--- src/rtl/uart_cal_ctrl.sv ---
// =====================================================================
// Module   : uart_cal_ctrl
// Brief    : Parses 4-byte UART frames (HDR, A, OP, B) into calculator
//            commands; optional inter-byte timeout via UART_CAL_CTRL_TIMEOUT_EN.
// Revision : 1.0
// =====================================================================
`default_nettype none

module uart_cal_ctrl #(
    parameter logic [15:0] TIMEOUT = 16'h0FFF,
    parameter logic [7:0]  HDR     = 8'hA5
) (
    input  logic       clk,
    input  logic       n_rst,
    input  logic       rx_valid,
    input  logic [7:0] rx_data,
    output logic       rx_start,
    output logic       cmd_valid,
    input  logic       cmd_ready,
    output logic [7:0] op_a,
    output logic [7:0] op_b,
    output logic [1:0] opcode,
    output logic       err,
    output logic [1:0] err_code
);

    typedef enum logic [2:0] {
        S_HUNT   = 3'd0,
        S_GET_A  = 3'd1,
        S_GET_OP = 3'd2,
        S_GET_B  = 3'd3,
        S_ISSUE  = 3'd4
    } state_t;

    localparam logic [1:0] c_ERR_OPCODE  = 2'd1;
    localparam logic [1:0] c_ERR_TIMEOUT = 2'd2;
    localparam logic [7:0] c_CH_ADD      = 8'h2B;
    localparam logic [7:0] c_CH_SUB      = 8'h2D;
    localparam logic [7:0] c_CH_MUL      = 8'h2A;
    localparam logic [7:0] c_CH_DIV      = 8'h2F;

    state_t     r_state;
    state_t     w_state_nxt;
    logic [7:0] r_op_a;
    logic [7:0] r_op_b;
    logic [1:0] r_opcode;
    logic       r_err;
    logic [1:0] r_err_code;

    logic       w_lat_a;
    logic       w_lat_op;
    logic       w_lat_b;
    logic       w_bad_op;
    logic       w_op_ok;
    logic [1:0] w_op_dec;
    logic       w_timeout;
    logic       w_issue;

`ifdef UART_CAL_CTRL_TIMEOUT_EN
    logic [15:0] r_to_cnt;
    logic        w_in_get;

    assign w_in_get  = (r_state == S_GET_A) || (r_state == S_GET_OP) || (r_state == S_GET_B);
    // A byte landing on the limit cycle wins over the timeout.
    assign w_timeout = w_in_get && !rx_valid && (r_to_cnt == TIMEOUT);

    always_ff @(posedge clk or negedge n_rst) begin
        if (!n_rst) begin
            r_to_cnt <= 16'd0;
        end else if (!w_in_get || rx_valid || w_timeout) begin
            r_to_cnt <= 16'd0;
        end else begin
            r_to_cnt <= r_to_cnt + 16'd1;
        end
    end
`else
    logic w_unused_timeout;
    assign w_unused_timeout = ^TIMEOUT;
    assign w_timeout        = 1'b0;
`endif

    always_comb begin
        w_op_ok  = 1'b1;
        w_op_dec = 2'd0;
        case (rx_data)
            c_CH_ADD: w_op_dec = 2'd0;
            c_CH_SUB: w_op_dec = 2'd1;
            c_CH_MUL: w_op_dec = 2'd2;
            c_CH_DIV: w_op_dec = 2'd3;
            default:  w_op_ok  = 1'b0;
        endcase
    end

    always_ff @(posedge clk or negedge n_rst) begin
        if (!n_rst) begin
            r_state <= S_HUNT;
        end else begin
            r_state <= w_state_nxt;
        end
    end

    always_comb begin
        w_state_nxt = r_state;
        w_lat_a     = 1'b0;
        w_lat_op    = 1'b0;
        w_lat_b     = 1'b0;
        w_bad_op    = 1'b0;
        case (r_state)
            S_HUNT: begin
                if (rx_valid && (rx_data == HDR)) begin
                    w_state_nxt = S_GET_A;
                end
            end
            S_GET_A: begin
                if (rx_valid) begin
                    w_lat_a     = 1'b1;
                    w_state_nxt = S_GET_OP;
                end else if (w_timeout) begin
                    w_state_nxt = S_HUNT;
                end
            end
            S_GET_OP: begin
                if (rx_valid) begin
                    if (w_op_ok) begin
                        w_lat_op    = 1'b1;
                        w_state_nxt = S_GET_B;
                    end else begin
                        w_bad_op    = 1'b1;
                        w_state_nxt = S_HUNT;
                    end
                end else if (w_timeout) begin
                    w_state_nxt = S_HUNT;
                end
            end
            S_GET_B: begin
                if (rx_valid) begin
                    w_lat_b     = 1'b1;
                    w_state_nxt = S_ISSUE;
                end else if (w_timeout) begin
                    w_state_nxt = S_HUNT;
                end
            end
            S_ISSUE: begin
                if (cmd_ready) begin
                    w_state_nxt = S_HUNT;
                end
            end
            default: w_state_nxt = S_HUNT;
        endcase
    end

    always_ff @(posedge clk or negedge n_rst) begin
        if (!n_rst) begin
            r_op_a     <= 8'd0;
            r_op_b     <= 8'd0;
            r_opcode   <= 2'd0;
            r_err      <= 1'b0;
            r_err_code <= 2'd0;
        end else begin
            if (w_lat_a) begin
                r_op_a <= rx_data;
            end
            if (w_lat_op) begin
                r_opcode <= w_op_dec;
            end
            if (w_lat_b) begin
                r_op_b <= rx_data;
            end
            r_err <= w_bad_op | w_timeout;
            if (w_bad_op) begin
                r_err_code <= c_ERR_OPCODE;
            end else if (w_timeout) begin
                r_err_code <= c_ERR_TIMEOUT;
            end
        end
    end

    assign w_issue   = (r_state == S_ISSUE);
    assign cmd_valid = w_issue;
    assign rx_start  = !w_issue;
    assign op_a      = r_op_a;
    assign op_b      = r_op_b;
    assign opcode    = r_opcode;
    assign err       = r_err;
    assign err_code  = r_err_code;

endmodule

`default_nettype wire

--- config.mk ---
export PLATFORM = sky130hd
export DESIGN_NAME = uart_cal_ctrl
export DESIGN_NICKNAME = d
export VERILOG_FILES = /design/src/rtl/uart_cal_ctrl.sv
export SDC_FILE = /design/constraint.sdc
export NUM_CORES = 1
export LEC_CHECK = 0
export ABC_AREA = 0
export BUFFER_PORTS_ARGS = -buffer_cell sky130_fd_sc_hd__buf_2
export CORE_ASPECT_RATIO = 1.2
export CORE_MARGIN = 1
export CORE_UTILIZATION = 50
export DETAILED_ROUTE_END_ITERATION = 8
export PLACE_DENSITY = 0.78
export SLEW_MARGIN = 30
export SYNTH_ARGS = -nofsm -noshare
export SYNTH_HDL_FRONTEND = slang
export SYNTH_SLANG_ARGS = --single-unit
--- constraint.sdc ---
create_clock -name clk -period 2.5 [get_ports clk]
set_input_delay 0 -clock clk [delete_from_list [all_inputs] [get_ports clk]]
set_output_delay 0 -clock clk [all_outputs]
set_load 0.01 [all_outputs]
**Word-level counts from Yosys, hierarchy flattened**

Cells that the tools add are included.

- Output and inout port bits: 23
- Input bits: 12
- Word-level logic and storage cells: 43
- Bits in registers: 23

- Reduce and logical (&&, ||, !) cells: 5
- Equality and inequality tests: 14
- Muxes and demuxes: 18

Operator list:

| kind | count |
|---|---|
| $eq 8x6->1 const B | 4 |
| $mux 3 | 5 |
| $pmux 3 s5 | 1 |
| $mux 1 | 10 |
| $ne 2x2->1 const B | 5 |
| $eq 8x8->1 const B | 1 |
| $eq 3x2->1 const B | 2 |
| $pmux 2 s3 | 1 |
| $reduce_and 5->1 | 1 |
| $reduce_or 4->1 | 1 |
| $eq 3x1->1 const B | 1 |
| $eq 3x3->1 const B | 1 |
| $logic_not 3->1 | 1 |
| $mux 2 | 1 |
| $logic_and 1x1->1 | 1 |
| $logic_not 1->1 | 1 |

**Depth between registers and ports, before layout**

- Depth in word-level cells: 6
- Mapped depth: 4
- Depth with buffers taken out: 4

**Worst setup path before layout**

No wires, ideal clock.

- Path type: register -> register
- From: reg r_state[2]
- To: reg r_op_a[0] (netlist: op_a[0])
- Library setup time: 0.125 ns
- Arrival: 1.354 ns
- Stages on the path, launching flop included: 4
- Path buffers: 0
- Required time: 2.375 ns
- Period minus slack after synthesis: 1.479 ns
- Path slack: 1.021 ns
- Path through: dfrtp_1 -> nand2b_1 -> nor3b_4 -> mux2_2

- Word-level cells in the longest chain between the ends: 2

RTL lines:

| item | line | text |
|---|---|---|
| start: declaration | 42 | `state_t r_state;` |
| start signal: assignment | 98 | `r_state <= w_state_nxt;` |
| $eq 3x1->1 | 108 | `case (r_state)` |
| $mux 1 | 108 |  |
| end signal: assignment | 161 | `r_op_a <= rx_data;` |
| end: declaration | 44 | `logic [7:0] r_op_a;` |

Every way passes these cells.
A chain may end at the register's enable or synchronous reset.

**Final worst setup path**

- From: reg r_state[2]
- To: reg r_op_a[3] (netlist: op_a[3])

Same word-level chain as after synthesis.

==> results_dict.tcl <==
set metrics [dict create \
    cts_tree "done" \
    seq_power_share_pct 62.3 \
    path_cells "nand2b_1 -> nor3b_4 -> mux2_2" \
    fin_crit_sh_pct 66.4 \
    io_pins 35 \
    syn_nets 86 \
    portBuffers 33 \
    drt_iter0_markers 7 \
    max-slew-margin-rel_pct 60.9 \
    grt_max_degree 24 \
    yosysUniqueCellTypes 26 \
    grt-ovfl-total 0 \
    htree_levels 1 \
    antenna_cells 0 \
    grt_setup_unrepaired "no" \
    fin_nets 132 \
    pwr-share-comb_pct 10.7 \
    endpoint_kind "register" \
    power_leakage_uw 0.000692 \
    cap_violations 0 \
    clockRootBuffer "clkbuf_4" \
    crit_fanout 9 \
    critical_path_required_ps 2700 \
    post_cts_buffers 0 \
    ys_ff_latch 23 \
    arrival_ps 1860 \
    syn_area_per_cell_um2 13.5 \
    status "complete, no violations" \
    critPathSlowestCell "nor3b_4" \
    grt_use_total_pct 19.4 \
    clkLatencyLatePin_ps 310 \
    clockBufferDepth 2 \
    ys_seq_area_share_pct 57.7 \
    die_y_um 50.9 \
    routed_via_density 5.34 \
    clockPowerShare_pct 27.1 \
    timing.fmax_ghz 0.602 \
    start_kind "register" \
    synth_cells 74 \
    crit_type "reg2reg" \
    grt_pass1_vias 735 \
    tns_ps 0 \
    cts.sinks 23 \
    tightest_slew_ps 584 \
    clk_pin_slew_ps 130 \
    drv_slew 0 \
    drc 0 \
    netSwitchingFraction_pct 23.6 \
    yosysWarnings 0 \
    powerDensity_nw_per_um2 478 \
    wl_per_cell_um 14.2 \
    grt_pass1_wl_mm 3.17 \
    syn_area_um2 997 \
    crit_path_max_incr_delay_ps 460 \
    die-area_um2 2180 \
    fp.coreArea_um2 1850 \
    wirelength_mm 1.97 \
    initial_utilization_pct 53.9 \
    ant_nets 0 \
    hold_class "in2reg" \
    fin_cells 138 \
    final_hold_viol_count 0 \
    die_w_um 42.8 \
    intPower_uw 473 \
    fin_crit_ps 1660 \
    antenna_found_initial 0 \
    gp_congestion 0.677 \
    peakVddDrop_mv 0.378 \
    finClkSkew_ps 8.65 \
    drive_gt1_share_pct 48.7 \
    dpl.hpwl_mm 1.42 \
    p_switching_uw 146 \
    placed_cells 125 \
    vias 737 \
    areaGrowthSynthToFinish_pct 30.0 \
    dr.pass1.iters 4 \
    finalSetupViolCount 0 \
    cts_made_buffers 3 \
    row_count 17 \
]
## area by class of cell
type | instances | area, um^2
flip-flops and latches | 23 | 576
fillers | 141 | 554
multi-input cells | 48 | 407
repair buffers | 42 | 255
well taps | 19 | 23.8
clock buffers | 3 | 22.5
inverters | 2 | 7.51
clock inverters | 1 | 5.00
## path summary, 6_finish.rpt
| check | slack (ps) | startpoint | cells after the start | end |
|---|---|---|---|---|
| max in group asynchronous | 1990 | n_rst | 2 | op_a[7] |
| worst min register to register | 470 | err_code[0] | 1 | err_code[0] |
| worst max register to register | 840 | r_state[2] | 3 | op_a[3] |
| worst min-delay path | 30 | rx_data[1] | 2 | op_a[1] |
| min in group asynchronous | 170 | n_rst | 2 | op_a[5] |
| worst max-delay path | 840 | r_state[2] | 3 | op_a[3] |
## worst max-delay path, delay by kind of cell (launching register included)
family	cells	cell delay (ps)
flip-flops	1	450
multiplexers	1	390
AND/OR/NAND/NOR	2	710
## cells in the final DEF, fill, tap and decap left out, types with 2 or more instances in the layout
master / n
a41oi_1: 2
buf_2: 33
o31ai_1: 2
clkbuf_4: 3
dlygate4sd3_1: 9
o21ai_0: 3
nor3b_4: 2
mux2_2: 15
dfrtp_1: 23
nor2_1: 3
nand2b_1: 3
nand2_1: 3
inv_1: 2
## flip-flops by register name, indices dropped and copies added (netlist names)
signal / count
op_b: 8
err: 1
err_code: 1
op_a: 8
r_state: 3
opcode: 2
## layer usage
layer / vias to the layer above / routed length, um / GRT usage, %
met5: - / 0 / 0
met4: 0 / 10 / 9.38
met3: 2 / 66 / 2.83
met2: 17 / 1050 / 34.8
met1: 364 / 838 / 22.3
li1: 354 / - / -
## cells by family (layout without fill, tap and decap cells)
| kind of cell | after synthesis | count (layout) | synth area share [%] |
|---|---|---|---|
| flip-flops | 23 | 23 | 57.7 |
| AND/OR/NAND/NOR | 20 | 20 | 14.6 |
| multiplexers | 15 | 15 | 16.9 |
| AO/OA/AOI/OAI | 11 | 11 | 8.03 |
| buffers and inverters | 3 | 48 | 1.51 |
| other | 1 | 1 | 0.376 |
| XOR/XNOR | 1 | 1 | 0.878 |
## metrics by stage
stage / cell area [um^2] / utilization [%] / worst slack (ps) / hold WS (ps) / total power (uW)
after floorplan: 997 / - / 1020 / -296 / 416
after global placement: 1180 / 63.7 / 923 / -7.92 / 447
after detailed placement: 1180 / 63.7 / 828 / -7.54 / 449
after CTS: 1300 / 70.0 / 832 / 25.5 / 626
after global routing: 1300 / 70.0 / 750 / 38.4 / 645
final: 1300 / 70.0 / 840 / 32.5 / 619
## power by group through the flow
stage,combinational [uW],sequential (uW),clock [uW]
finish,66.0,386,168
global route,72.9,387,185
detailed placement,56.0,393,0
CTS,66.6,386,174
global placement,54.1,392,0
floorplan,18.8,397,0
## cells in the mapped netlist
library cell   n  area (um^2)
a21o_1         1         7.51
a22o_1         1         8.76
a22oi_1        1         7.51
a31o_2         1         8.76
a41oi_1        2         17.5
and2_1         1         6.26
buf_4          1         7.51
conb_1         1         3.75
dfrtp_1       23          576
inv_1          2         7.51
mux2_2        15          169
nand2_1        3         11.3
nand2_2        1         6.26
nand2b_1       3         18.8
nand3_1        1         5.00
nand4b_1       1         8.76
nor2_1         3         11.3
nor2_2         1         6.26
nor3b_1        1         7.51
nor3b_4        2         37.5
nor4_1         1         6.26
nor4b_1        1         8.76
o21ai_0        3         15.0
o31ai_1        2         15.0
or3b_4         1         11.3
xor2_1         1         8.76
## what timing repair did
item	4_1_cts	5_1_grt
gates resized for setup	0	0
endpoints found under the hold margin	38	0
hold buffers	9	0
(Power assumes the default switching activity.)
